$ cat config.mk
export PLATFORM = sky130hd
export DESIGN_NAME = sha3_msg_feeder
export DESIGN_NICKNAME = d
export VERILOG_FILES = /design/src/rtl/sha3_msg_feeder.sv
export SDC_FILE = /design/constraint.sdc
export NUM_CORES = 1
export LEC_CHECK = 0
export ABC_AREA = 1
export CORE_MARGIN = 8
export CORE_UTILIZATION = 41
export DETAILED_ROUTE_END_ITERATION = 16
export GPL_TIMING_DRIVEN = 0
export PLACE_DENSITY = 0.68
export SLEW_MARGIN = 20
export SYNTH_ARGS = -nofsm -noshare
export SYNTH_HDL_FRONTEND = slang
export SYNTH_SLANG_ARGS = --single-unit
$ cat constraint.sdc
create_clock -name clk -period 9.08 [get_ports clk]
set_clock_uncertainty 0.2 [all_clocks]
set_input_delay 1.816 -clock clk [delete_from_list [all_inputs] [get_ports clk]]
set_output_delay 1.816 -clock clk [all_outputs]
set_load 0.05 [all_outputs]
$ cat src/rtl/sha3_msg_feeder.sv
// rtl/sha3_msg_feeder.sv - byte-stream to SHA3-256 Avalon-MM block feeder with digest readback
// Optional poll timeout: define SHA3_FEEDER_TIMEOUT_EN.
module sha3_msg_feeder #(
    parameter int unsigned RATE_WORDS     = 34,
    parameter int unsigned DIGEST_WORDS   = 8,
    parameter int unsigned TIMEOUT_CYCLES = 4096
) (
    input  logic        clk,
    input  logic        reset,
    input  logic [7:0]  s_data,
    input  logic        s_valid,
    input  logic        s_last,
    output logic        s_ready,
    output logic [7:0]  avm_address,
    output logic        avm_read,
    output logic        avm_write,
    output logic [31:0] avm_writedata,
    input  logic [31:0] avm_readdata,
    input  logic        avm_waitrequest,
    output logic [31:0] dig_data,
    output logic        dig_valid,
    output logic        dig_last,
    input  logic        dig_ready,
    output logic        err
);
    localparam logic [7:0] BLK_BYTES = 8'(RATE_WORDS * 4);
    localparam logic [5:0] LAST_WORD = 6'(RATE_WORDS - 1);
    localparam logic [2:0] LAST_DIG  = 3'(DIGEST_WORDS - 1);
    localparam logic [7:0] CTRL_ADDR = 8'h40;
    localparam logic [7:0] STAT_ADDR = 8'h41;
    localparam logic [7:0] DIG_ADDR  = 8'h48;

    if (RATE_WORDS * 4 > 255 || DIGEST_WORDS > 8 || TIMEOUT_CYCLES == 0) begin : g_bad_params
        $error("sha3_msg_feeder: unsupported parameter set");
    end

    typedef enum logic [2:0] {IDLE, FILL, WR, PAD, START, POLL, DRD, DOUT} state_t;

    state_t      state_q, state_d;
    logic [7:0]  cnt_q, cnt_d;
    logic [31:0] word_q, word_d;
    logic        pad_q, pad_d;
    logic        need06_q, need06_d;
    logic        final_q, final_d;
    logic [2:0]  dig_idx_q, dig_idx_d;
    logic [7:0]  addr_q, addr_d;
    logic        rd_q, rd_d;
    logic        wr_q, wr_d;
    logic [31:0] wdata_q, wdata_d;
    logic [31:0] dig_data_q, dig_data_d;
    logic        dig_valid_q, dig_valid_d;
    logic        dig_last_q, dig_last_d;
    logic [31:0] pw;
    logic        timeout_hit;

    always_ff @(posedge clk or posedge reset) begin
        if (reset) begin
            state_q     <= IDLE;
            cnt_q       <= '0;
            word_q      <= '0;
            pad_q       <= 1'b0;
            need06_q    <= 1'b0;
            final_q     <= 1'b0;
            dig_idx_q   <= '0;
            addr_q      <= '0;
            rd_q        <= 1'b0;
            wr_q        <= 1'b0;
            wdata_q     <= '0;
            dig_data_q  <= '0;
            dig_valid_q <= 1'b0;
            dig_last_q  <= 1'b0;
        end else begin
            state_q     <= state_d;
            cnt_q       <= cnt_d;
            word_q      <= word_d;
            pad_q       <= pad_d;
            need06_q    <= need06_d;
            final_q     <= final_d;
            dig_idx_q   <= dig_idx_d;
            addr_q      <= addr_d;
            rd_q        <= rd_d;
            wr_q        <= wr_d;
            wdata_q     <= wdata_d;
            dig_data_q  <= dig_data_d;
            dig_valid_q <= dig_valid_d;
            dig_last_q  <= dig_last_d;
        end
    end

    // Bus states spend one idle cycle issuing the command, then hold it until waitrequest drops.
    always_comb begin
        state_d     = state_q;
        cnt_d       = cnt_q;
        word_d      = word_q;
        pad_d       = pad_q;
        need06_d    = need06_q;
        final_d     = final_q;
        dig_idx_d   = dig_idx_q;
        addr_d      = addr_q;
        rd_d        = rd_q;
        wr_d        = wr_q;
        wdata_d     = wdata_q;
        dig_data_d  = dig_data_q;
        dig_valid_d = dig_valid_q;
        dig_last_d  = dig_last_q;
        pw          = '0;
        case (state_q)
            IDLE: state_d = FILL;
            FILL: begin
                if (s_valid) begin
                    word_d[{cnt_q[1:0], 3'b000} +: 8] = s_data;
                    cnt_d = cnt_q + 8'd1;
                    if (s_last) begin
                        pad_d    = 1'b1;
                        need06_d = 1'b1;
                    end
                    if (cnt_q[1:0] == 2'd3)
                        state_d = WR;
                    else if (s_last)
                        state_d = PAD;
                end
            end
            WR: begin
                if (!wr_q) begin
                    wr_d    = 1'b1;
                    addr_d  = {2'b00, cnt_q[7:2] - 6'd1};
                    wdata_d = word_q;
                end else if (!avm_waitrequest) begin
                    wr_d = 1'b0;
                    if (cnt_q == BLK_BYTES)
                        state_d = START;
                    else if (pad_q)
                        state_d = PAD;
                    else
                        state_d = FILL;
                end
            end
            PAD: begin
                // Keep message bytes below the fill position, then 0x06 once, then zeros.
                for (int l = 0; l < 4; l++) begin
                    if (l < int'(cnt_q[1:0]))
                        pw[8*l +: 8] = word_q[8*l +: 8];
                    else if (l == int'(cnt_q[1:0]) && need06_q)
                        pw[8*l +: 8] = 8'h06;
                end
                if (cnt_q[7:2] == LAST_WORD)
                    pw[31:24] = pw[31:24] | 8'h80;
                word_d   = pw;
                need06_d = 1'b0;
                final_d  = 1'b1;
                cnt_d    = {cnt_q[7:2] + 6'd1, 2'b00};
                state_d  = WR;
            end
            START: begin
                if (!wr_q) begin
                    wr_d    = 1'b1;
                    addr_d  = CTRL_ADDR;
                    wdata_d = {30'b0, final_q, 1'b1};
                end else if (!avm_waitrequest) begin
                    wr_d    = 1'b0;
                    cnt_d   = '0;
                    state_d = POLL;
                end
            end
            POLL: begin
                if (!rd_q) begin
                    rd_d   = 1'b1;
                    addr_d = STAT_ADDR;
                end else if (!avm_waitrequest) begin
                    rd_d = 1'b0;
                    if (final_q) begin
                        if (avm_readdata[1]) begin
                            dig_idx_d = '0;
                            state_d   = DRD;
                        end
                    end else if (!avm_readdata[0]) begin
                        // A message that filled its block exactly still owes a padding block.
                        state_d = pad_q ? PAD : FILL;
                    end
                end
            end
            DRD: begin
                if (!rd_q) begin
                    rd_d   = 1'b1;
                    addr_d = DIG_ADDR + {5'b0, dig_idx_q};
                end else if (!avm_waitrequest) begin
                    rd_d        = 1'b0;
                    dig_data_d  = avm_readdata;
                    dig_valid_d = 1'b1;
                    dig_last_d  = (dig_idx_q == LAST_DIG);
                    state_d     = DOUT;
                end
            end
            DOUT: begin
                if (dig_ready) begin
                    dig_valid_d = 1'b0;
                    dig_last_d  = 1'b0;
                    if (dig_idx_q == LAST_DIG) begin
                        dig_idx_d = '0;
                        cnt_d     = '0;
                        pad_d     = 1'b0;
                        need06_d  = 1'b0;
                        final_d   = 1'b0;
                        state_d   = FILL;
                    end else begin
                        dig_idx_d = dig_idx_q + 3'd1;
                        state_d   = DRD;
                    end
                end
            end
            default: state_d = IDLE;
        endcase
        if (timeout_hit) begin
            rd_d     = 1'b0;
            cnt_d    = '0;
            pad_d    = 1'b0;
            need06_d = 1'b0;
            final_d  = 1'b0;
            state_d  = FILL;
        end
    end

`ifdef SHA3_FEEDER_TIMEOUT_EN
    localparam int unsigned TO_W = $clog2(TIMEOUT_CYCLES + 1);
    logic [TO_W-1:0] to_cnt_q;
    logic            err_q;

    assign timeout_hit = (state_q == POLL) && (to_cnt_q == TO_W'(TIMEOUT_CYCLES - 1));

    always_ff @(posedge clk or posedge reset) begin
        if (reset) begin
            to_cnt_q <= '0;
            err_q    <= 1'b0;
        end else begin
            to_cnt_q <= (state_q == POLL) ? to_cnt_q + TO_W'(1) : '0;
            if (timeout_hit)
                err_q <= 1'b1;
        end
    end
    assign err = err_q;
`else
    assign timeout_hit = 1'b0;
    assign err         = 1'b0;
`endif

    assign s_ready       = (state_q == FILL);
    assign avm_address   = addr_q;
    assign avm_read      = rd_q;
    assign avm_write     = wr_q;
    assign avm_writedata = wdata_q;
    assign dig_data      = dig_data_q;
    assign dig_valid     = dig_valid_q;
    assign dig_last      = dig_last_q;
endmodule

Yosys cells after proc, flatten, opt, wreduce, memory -nomap -nowiden
Index checks and enable logic that the tools add are counted.
Storage, ports and cells
  flip-flop bits (word level): 125
  bits in latches: 0
  RAM bits: 0
  memory bits (read-only): 0
  input port bits: 46
  memories kept: 0
Operators by class
  $add $sub $neg: 6
  $mul: 0
  divide/modulo/power cells: 0
  $lt $le $gt $ge: 3
  equal/unequal tests: 38
  shifts and indexed selects: 2
  muxes and demuxes: 68
  bitwise logic cells: 1
  reductions and logical operators: 31
Operators with widths (count)
  $pmux W32 S2: 2
  $mux W8: 13
  $mux W32: 3
  $mux W3: 27
  $pmux W8 S4: 2
  $ne A2 B2 Y1 const B: 21
  $bwmux W32: 1
  $shift A8 B7 Y32 const A: 1
  $shiftx A8 B7 Y32: 1
  $pmux W3 S8: 1
  $reduce_and A3 Y1: 6
  $eq A3 B3 Y1 const B: 5
  $reduce_and A5 Y1: 3
  $reduce_and A13 Y1: 1
  $mux W1: 12
  $reduce_and A6 Y1: 2
  $reduce_bool A2 Y1: 6
  $add A7 B3 Y8 const A: 1
  $add A8 B1 Y8 const B: 1
  $eq A8 B8 Y1 const B: 1
  $pmux W1 S2: 4
  $reduce_bool A4 Y1: 2
  $neg A5 Y7: 1
  $add A6 B1 Y6 const B: 1
  23 further kinds: 31

Logic depth before layout (Yosys ltp)
Gate-level depths: netlist (run 1).
  depth after elaboration: 6
  gate-level depth with buffers: 13
  mapped depth without buffers: 11

Worst setup path before layout (run 1)
Ideal clock, no wire load.
  kind: reg2out
  start: register state_q[2]
  end: output s_ready
  arrival: 1.059 ns
  setup slack: 6.005 ns
  cell stages (with the launch flop): 5
  path buffers: 1
  cells stage by stage: dfrtp_1 buf_4 inv_4 nand2_2 inv_1
On the way
  word-level cells in the longest chain between the ends: 1
Ends and longest elaborated chain
  from (decl): RTL line 39  | state_t state_q, state_d;
  from (signal assigned): RTL line 73  | state_q <= state_d;
  $eq A3 B1 Y1: RTL line 246  | assign s_ready = (state_q == FILL);
  to (decl): RTL line 13  | output logic s_ready,
No other way between the ends.

Worst setup path after layout (run 1)
Same ends and word-level chain as after synthesis.

==> results of run 1 <==
-- cell type report --
cell class                 instances  share of cell area
sequential                       124               0.378
clock buffer                      21              0.0572
inverter                          83              0.0391
clock inverter                    11              0.0201
tap                              184              0.0280
timing repair buffer             122               0.151
buffer                            29              0.0227
multi-input combinational        522               0.305
-- layer usage --
layer  routed length (um)  share of wire  GRT usage
met5                    0              0          0
met4                  348          0.021     0.0658
met3                  814          0.049     0.0452
met2                 7760           0.47      0.279
met1                 7600           0.46      0.227
-- where the power goes --
part | switching, W | total (W) | internal (W)
clock | 0.000241 | 0.000720 | 0.000480
combinational | 0.000753 | 0.00111 | 0.000354
sequential | 0.0000766 | 0.000757 | 0.000681
total | 0.00107 | 0.00258 | 0.00151
-- critical path: cells and delay by family, from the launching register on --
family,cells,cell delay (ps)
simple gates,1,130
flops,1,370
buf+inv,4,1270
-- cell usage in the layout, fill, tap and decap left out, types with 2 or more instances in the layout --
master,instances
inv_4,2
o211ai_1,5
nand4_1,7
clkbuf_16,17
nor2_2,2
clkdlybuf4s50_1,121
inv_1,77
clkinv_2,4
nand2_1,257
dfrtp_1,124
clkbuf_1,4
nor2_4,7
a31oi_1,2
nand3_1,57
buf_2,17
a22o_1,5
ha_1,13
o21ai_1,19
buf_6,6
clkbuf_8,3
a21oi_1,8
o21ai_0,65
buf_4,3
nor3_1,17
inv_2,2
o21ai_2,2
nand2_4,4
clkinv_4,2
conb_1,2
nor2_1,40
bufinv_16,4
xor2_1,2
o22ai_1,2
-- cells by family after synthesis --
family | after synthesis | synth area share
simple gates | 395 | 0.280
flops | 124 | 0.508
buf+inv | 112 | 0.0824
compound gates | 110 | 0.0996
fa+ha+maj | 13 | 0.0266
xor+xnor | 2 | 0.00287
other cells | 1 | 0.000614
-- cell usage after synthesis (2+ instances only) --
master / instances
a21oi_1: 8
a22o_1: 5
a31oi_1: 2
buf_2: 17
buf_4: 3
buf_6: 6
clkbuf_1: 3
dfrtp_1: 124
ha_1: 13
inv_1: 78
inv_2: 2
inv_4: 2
nand2_1: 257
nand2_4: 4
nand3_1: 57
nand4_1: 7
nor2_1: 40
nor2_2: 2
nor2_4: 7
nor3_1: 17
o211ai_1: 5
o21ai_0: 65
o21ai_1: 19
o21ai_2: 2
o22ai_1: 2
xor2_1: 2
-- through the flow --
stage,util,setup WS [ps],hold WS [ps],cells
detailed placement,0.522,5340,262,1064
global placement,0.520,1950,261,1063
finish,0.566,4880,274,1096
global route,0.566,4830,288,1096
CTS,0.566,4880,280,1096
floorplan,-,3760,266,758
-- flip-flops by register name (all words and copies together), names as in the netlist, 3 cells and up --
signal,cells
dig_data,32
cnt_q,8
avm_address,7
word_q,32
avm_writedata,32
state_q,3
dig_idx_q,3
-- final timing paths --
| path | start | to | slack, ps | cells past startpoint |
|---|---|---|---|---|
| min in group asynchronous | reset | dig_data[3]$_DFFE_PP0P_ | 1670 | 2 |
| max | state_q[2]$_DFFE_PP0P_ | s_ready | 4880 | 5 |
| min reg2reg | dig_data[18]$_DFFE_PP0P_ | dig_data[18]$_DFFE_PP0P_ | 270 | 2 |
| max reg2reg | cnt_q[0]$_DFFE_PP0P_ | word_q[17]$_DFFE_PP0P_ | 6560 | 9 |
| max in group asynchronous | reset | avm_writedata[4]$_DFFE_PP0P_ | 6320 | 3 |
| min | dig_data[18]$_DFFE_PP0P_ | dig_data[18]$_DFFE_PP0P_ | 270 | 2 |
==> impl_results.md, run 1 <==
* Outcome: finished clean
* WP data required at 7060 ps
* Yosys top cell by area: dfrtp_1
* Fin Setup TNS at 0 ps
* Ports at 124
* Chip Width at 138 um
* Placement-stage cell area at 7580 um2
* Finished Cell Area at 8220 um2
* Gr usage total at 0.176
* Crit path max fanout at 9
* H-tree lvl count at 4
* Tmin final at 4200 ps
* FP Rows at 44
* Maximum vdd ir drop at 0.210 mV
* Port-buffer cells at 121
* Async S/R FF share, synth at 1.00
* EDFF count, synth at 0
* Seq/Total Area, Yosys at 0.508
* GPL Wtd Cong at 0.932
* PwrDens at 314 nW/um2
* CTS tree: yes
* Total core area at 14,500 um2
* Seq. cell area at 3100 um2
* Routed len/inst at 15.1 um
* Synth top area share at 0.508
* Initial Util at 0.420
* Vias in the first global route at 5,325
* Antenna cell count at 0
* Largest net degree at the start of global routing at 67
* Post-synth top flop: dfrtp_1
* Critical path class: flip-flop to output pin
* CTS root buffer: clkbuf_16
* Detailed Place HPWL at 12.4 mm
* Hold Buf Count CTS at 0
* Final nets at 958
* Least-Margin Pin Slew at 597 ps
* Mapped Area at 6110 um2
* Post-route ant nets at 0
* DRT iter0 DRCs at 389
* Crit path cell chain: buf_4 -> inv_4 -> nand2_2 -> inv_1 -> clkdlybuf4s50_1
* Detailed-route via count at 5,371
* Final worst path period share at 0.463
* Max Slew Vio Count at 0
* Fmax achieved at 238 MHz
* Layout fillers at 1,382
* Die height at 138 um
* CTS-repair resized insts at 0
* Synth cell types at 34
* Slowest stage delay, CP at 850 ps
* Syn. warnings at 0
* Layout cell share with drive strength beyond 1 at 0.0910
* CP max-delay cell: clkdlybuf4s50_1
* Synth Instances at 757
* CTS buffer count at 17
* Via-to-Cell Ratio at 4.90
* # DRC at 0
* DRT Wirelength at 16.5 mm
* LEAKAGE at 4.02 nW
* Crit end category: output pin
* Slew margin rel. at 0.602
* Average cell area after synthesis at 8.07 um2
* Hold Vio Cnt, Final at 0
* RSZ-0062 raised after global routing: false
* Crit path DAT at 2180 ps
* Multi-input gate area at 2500 um2
* CTS clk-pin slew, worst paths at 60 ps
* Max cap viols at 0
* Grt total ovfl at 0
* Area growth from synthesis to layout at 34.6%
* First-pass GRT wire length at 27.6 mm
* Yosys reg bits at 124
* Worst-Skew Late Latency at 420 ps
* Initial antenna violation count at 0
* DIE AREA at 19,100 um2
* Setup bufs post-CTS at 0
* Count of final setup violators at 0
* First drt pass iteration count at 6
* Class of the worst hold path: flip-flop to flip-flop
* CTS Sinks at 124
* Worst-case clock buffer depth at 2
* Synth top area cells: dfrtp_1, nand2_1, o21ai_0, inv_1, nand3_1
* Startpoint Class: flip-flop
* Final Total Pwr at 0.00258 W
Note: power is estimated with default switching activity, not from simulation.
==> run 2: changes to the inputs <==
--- a/config.mk
+++ b/config.mk
@@ -10,7 +10,7 @@
 export CORE_UTILIZATION = 41
 export DETAILED_ROUTE_END_ITERATION = 16
 export GPL_TIMING_DRIVEN = 0
-export PLACE_DENSITY = 0.68
+export PLACE_DENSITY = 0.71
 export SLEW_MARGIN = 20
 export SYNTH_ARGS = -nofsm -noshare
 export SYNTH_HDL_FRONTEND = slang
==> constraint.sdc (replaced) <==
create_clock -name clk -period 3.55 [get_ports clk]
set_clock_uncertainty 0.2 [all_clocks]
set_input_delay 0.71 -clock clk [delete_from_list [all_inputs] [get_ports clk]]
set_output_delay 0.71 -clock clk [all_outputs]
set_load 0.05 [all_outputs]
==> run 2 against run 1 <==
Worst setup slack lost 4400 ps. First-iteration DRC count shrank 5.1%. Sequential power grew to 2.6 times the previous value. Die area is the same. Critical path type unchanged. Critical endpoint unchanged. Largest cell class unchanged. Highest routed layer unchanged.
==> impl_results.md, run 2 (synthesis gave the netlist of run 1 again) <==
* Largest net degree at the start of global routing at 32
* Chip Width at 138 um
* Crit path cell chain: buf_4 -> inv_4 -> nand2_2 -> inv_1 -> clkdlybuf4s50_1
* Leading cell type in the layout, fill and taps excluded: nand2_1
* WP data required at 2640 ps
* CTS Sinks at 124
* First-pass GRT wire length at 28.4 mm
* Crit end category: output pin
* Buf/Inv on CP at 4
* Non-filler cells, final at 1,099
* PwrDens at 797 nW/um2
* Total core area at 14,500 um2
* RSZ-0062 raised after global routing: false
* CTS tree: yes
* Slowest stage delay, CP at 820 ps
* Max cap viols at 0
* Vias in the first global route at 5,537
* Hold Buf Count CTS at 0
* Post-route ant nets at 0
* LEAKAGE at 4.03 nW
* Detailed-route via count at 5,404
* Initial Util at 0.420
* Final worst path period share at 0.860
* Ports at 124
* Crit path DAT at 2140 ps
* Gr usage total at 0.180
* DRT Wirelength at 16.9 mm
* Fmax achieved at 327 MHz
* First drt pass iteration count at 5
* Critical path class: flip-flop to output pin
* CTS-repair resized insts at 0
* Final Total Pwr at 0.00658 W
* Hold Vio Cnt, Final at 0
* DRT iter0 DRCs at 369
* Area growth from synthesis to layout at 35.2%
* Tmin final at 3050 ps
* Placed cells at 1,067
* Detailed Place HPWL at 12.7 mm
* Crit path max fanout at 9
* Layout fillers at 1,359
* Routed len/inst at 15.4 um
* # DRC at 0
* Initial antenna violation count at 0
* CTS root buffer: clkbuf_16
* Slew margin rel. at 0.622
* Crit path max-delay family: buffers and inverters
* Final nets at 961
* Worst-Skew Late Latency at 420 ps
* Grt total ovfl at 0
* Antenna cell count at 0
* Worst-case clock buffer depth at 2
* Port-buffer cells at 121
* H-tree lvl count at 4
* DIE AREA at 19,100 um2
* Layout cell share with drive strength beyond 1 at 0.0929
* Count of final setup violators at 0
* FP Rows at 44
* Via-to-Cell Ratio at 4.92
* Outcome: finished clean
* Setup bufs post-CTS at 0
* Max Slew Vio Count at 0
* CTS clk-pin slew, worst paths at 50 ps
* Startpoint Class: flip-flop
* Least-Margin Pin Slew at 565 ps
* Die height at 138 um
* GPL Wtd Cong at 0.918
* Maximum vdd ir drop at 0.405 mV
* CTS buffer count at 17
* Most frequent cells in the layout: nand2_1, dfrtp_1, clkdlybuf4s50_1, inv_1, o21ai_0
* CP max-delay cell: clkdlybuf4s50_1
* Class of the worst hold path: flip-flop to flip-flop
run 2: cell types whose count changed in the layout (fill, tap and decap cells not counted), sizes merged:
| cell | previous run | this run |
|---|---|---|
| buf | 27 | 30 |
| clkinv | 7 | 5 |
| clkinvlp | 1 | 3 |
| bufinv | 4 | 3 |
| clkbuf | 24 | 25 |
run 2: where the power goes:
part	total, W	leakage, nW	switching (W)	internal [W]
registers	0.00194	1.67	0.000197	0.00174
logic	0.00285	2.06	0.00194	0.000911
clock network	0.00179	0.296	0.000634	0.00116
run 2: routing by layer:
metal / global-route usage / vias to the layer above / wire length (um) / share of wire
met2: 0.282 / 155 / 7820 / 0.46
li1: - / 2713 / - / -
met5: 0 / - / 0 / 0
met3: 0.0541 / 18 / 1080 / 0.064
met4: 0.0509 / 0 / 204 / 0.012
met1: 0.237 / 2518 / 7800 / 0.46
run 2: through the flow:
stage | hold slack (ps) | cell area (um2) | util | TNS, ps | worst slack [ps]
6_report | 274 | 8250 | 0.568 | 0 | 496
5_1_grt | 299 | 8250 | 0.568 | 0 | 391
4_1_cts | 272 | 8250 | 0.568 | 0 | 471
3_5_place_dp | 259 | 7640 | 0.526 | 0 | 936
3_3_place_gp | 257 | 7550 | 0.520 | -5780 | -53.0
2_1_floorplan | 266 | 6110 | - | 0 | 1110
run 2: path summary, 6_finish.rpt:
kind	startpoint	end	slack (ps)	cells after the start
worst max-delay path	state_q[2]$_DFFE_PP0P_	s_ready	500	5
worst min-delay path	avm_address[0]$_DFFE_PP0P_	avm_address[0]$_DFFE_PP0P_	270	2
worst max register to register	cnt_q[0]$_DFFE_PP0P_	word_q[26]$_DFFE_PP0P_	920	9
worst min register to register	avm_address[0]$_DFFE_PP0P_	avm_address[0]$_DFFE_PP0P_	270	2
max in group asynchronous	reset	state_q[1]$_DFFE_PP0P_	1760	5
min in group asynchronous	reset	dig_data[26]$_DFFE_PP0P_	500	2
run 2: area by class of cell:
cell class	count	area (um2)	share of cell area
plain buffers	29	186	0.0226
flip-flops and latches	124	3100	0.376
well taps	184	230	0.0279
inverters	83	320	0.0388
multi-input cells	522	2500	0.303
clock inverters	10	138	0.0167
repair buffers	125	1300	0.157
clock buffers	22	474	0.0575
run 2: tightest hold or removal path, stage by stage (launching register included):
cell	delay, ps
dfrtp_1	340
nand2_1	60
nand2_1	40
==> edit: new RTL, settings of run 2 <==
The option `SHA3_FEEDER_TIMEOUT_EN` is turned on by a define.
--- a/src/rtl/sha3_msg_feeder.sv
+++ b/src/rtl/sha3_msg_feeder.sv
@@ -1,4 +1,6 @@
 // rtl/sha3_msg_feeder.sv - byte-stream to SHA3-256 Avalon-MM block feeder with digest readback
 // Optional poll timeout: define SHA3_FEEDER_TIMEOUT_EN.
+`define SHA3_FEEDER_TIMEOUT_EN
+
 module sha3_msg_feeder #(
     parameter int unsigned RATE_WORDS     = 34,
Formal check against the unedited RTL: same outputs for any inputs over 10 cycles, from zero or initial values and one cycle with reset high; that may be too few to reach the edited logic, so the function may still have changed.
==> edit against run 2 <==
  * Worst setup slack improved by 0.021 ns
  * Fmax rose by 0.70%
  * Sequential cell count rose by 14
  * Power rose by 4.6%
  * Via count rose by 4.2%
  * Synthesized area rose by 5.5%
  * Design area rose by 3.9%
  * Largest power group unchanged
  * Combinational power rose by 5%
  * Routed wire length fell by 1.4%
==> edit: results (changes against run 2) <==
| Metric | Value |
|---|---|
| Commonest cells in the netlist | `sky130_fd_sc_hd__nand2_1 (223), sky130_fd_sc_hd__dfrtp_1 (138), sky130_fd_sc_hd__inv_1 (82)` |
| Arrival time of data at the critical path endpoint | `2.12 ns (-0.02 ns)` |
| Share of post-route cells with drive strength above 1 | `7.257% (-2.0 points)` |
| Overall track demand over capacity in global routing | `17.68% (-0.36 points)` |
| Met2 layer usage reported by global route | `26.96% (-1.3 points)` |
| Adder-cell share of the synthesized area | `2.525% (-0.14 points)` |
| Fraction of area in clock buffers and inverters | `6.480% (-0.93 points)` |
| Met3 Track Usage GR | `7.392% (+2.0 points)` |
| Pin count of the biggest net entering global routing | `33 (+3.1%)` |
| Start point of the critical path | `state_q[1]` |
| Compound-cell area share of the yosys netlist | `11.46% (+1.5 points)` |
| Sequential element share of the synthesized area | `53.60% (+2.8 points)` |
| Number of violations reported at the end of detailed-routing iteration 0 | `394 (+6.8%)` |
| Number of global-route vias before repair | `5705 (+3.0%)` |
| Met1 Usage GRT | `21.20% (-2.5 points)` |
| Fraction of area in registers | `40.28% (+2.7 points)` |
| Number of standard cells in the final layout excluding fillers | `1153 (+4.9%)` |
| Worst Hold Depth | `1 (-1)` |
| Worst Hold Slack | `0.2615 ns (-0.01208 ns)` |
| Status | `complete, no violations` |
| Final clock period utilization by the worst path | `85.42% (-0.60 points)` |
| Clock sink total | `138 (+11%)` |
| Number of unique standard cell types used by synthesis | `37 (+8.8%)` |
| Largest fanout on the critical path | `7 (-2)` |
| Switching power as a share of total power | `43.39% (+1.3 points)` |
| Synth Area in XOR/XNOR | `1.088% (+0.80 points)` |
| Number of standard cells after synthesis | `779 (+2.9%)` |
| Clock buffer count in the final layout | `18 (-18%)` |
| Worst IR drop on VDD | `0.3599 mV (-11%)` |
| Wire length of the first global-routing pass | `28140 µm (-1.1%)` |
| FF-to-FF path depth | `5 (-4)` |
| Count of inverters other than clock inverters in the layout | `92 (+11%)` |
| Relative slew margins | `41.96% (-20 points)` |
| Fraction of area in multi-input gates | `29.38% (-0.95 points)` |
| Placer Congestion | `0.9259 (+0.86%)` |
| Post-DP HPWL | `12660 µm (-0.57%)` |
| Worst setup slack after placement | `0.6502 ns (-0.2855 ns)` |
| Top area cells in the synthesized netlist | `sky130_fd_sc_hd__dfrtp_1 (54%), sky130_fd_sc_hd__nand2_1 (13%), sky130_fd_sc_hd__o21ai_0 (5.6%)` |
| Placed cell count | `1121 (+5.1%)` |
| Port bufs | `122 (+0.83%)` |
| Leakage power | `0.004028 µW (about the same)` |
| Number of buffers outside the clock class in the layout | `151 (-1.9%)` |
| Flop-to-flop setup slack | `0.88 ns (-0.04 ns)` |
| Multi-input logic cell count | `524 (+0.38%)` |
==> edit: through the flow <==
step	area (µm²)	power [µW]	utilization, %
6_report	8573	6883	54.97
5_1_grt	8573	7328	54.97
4_1_cts	8573	6946	54.97
3_5_place_dp	8018	5270	51.40
3_3_place_gp	7938	5227	50.89
2_1_floorplan	6446	4310	-
==> edit: path summary, 6_finish.rpt <==
kind	end
min reg2reg	to_cnt_q[0]
max	s_ready
max in group asynchronous	dig_data[18]
max reg2reg	word_q[1]
min in group asynchronous	word_q[8]
min	to_cnt_q[0]
==> edit: routing by layer <==
metal / routed length [µm] / vias up
met2: 7285 / 202
met5: 0 / -
met3: 1679 / 37
met1: 7217 / 2598
li1: - / 2794
met4: 485 / 0
==> edit: power by group through the flow <==
stage          Sequential [µW]  Combinational (µW)  Clock (µW)
2_1_floorplan             2930                1380           0
3_3_place_gp              2260                2970           0
3_5_place_dp              2270                3000           0
4_1_cts                   2250                3020        1680
5_1_grt                   2300                3290        1740
6_report                  2250                2990        1650
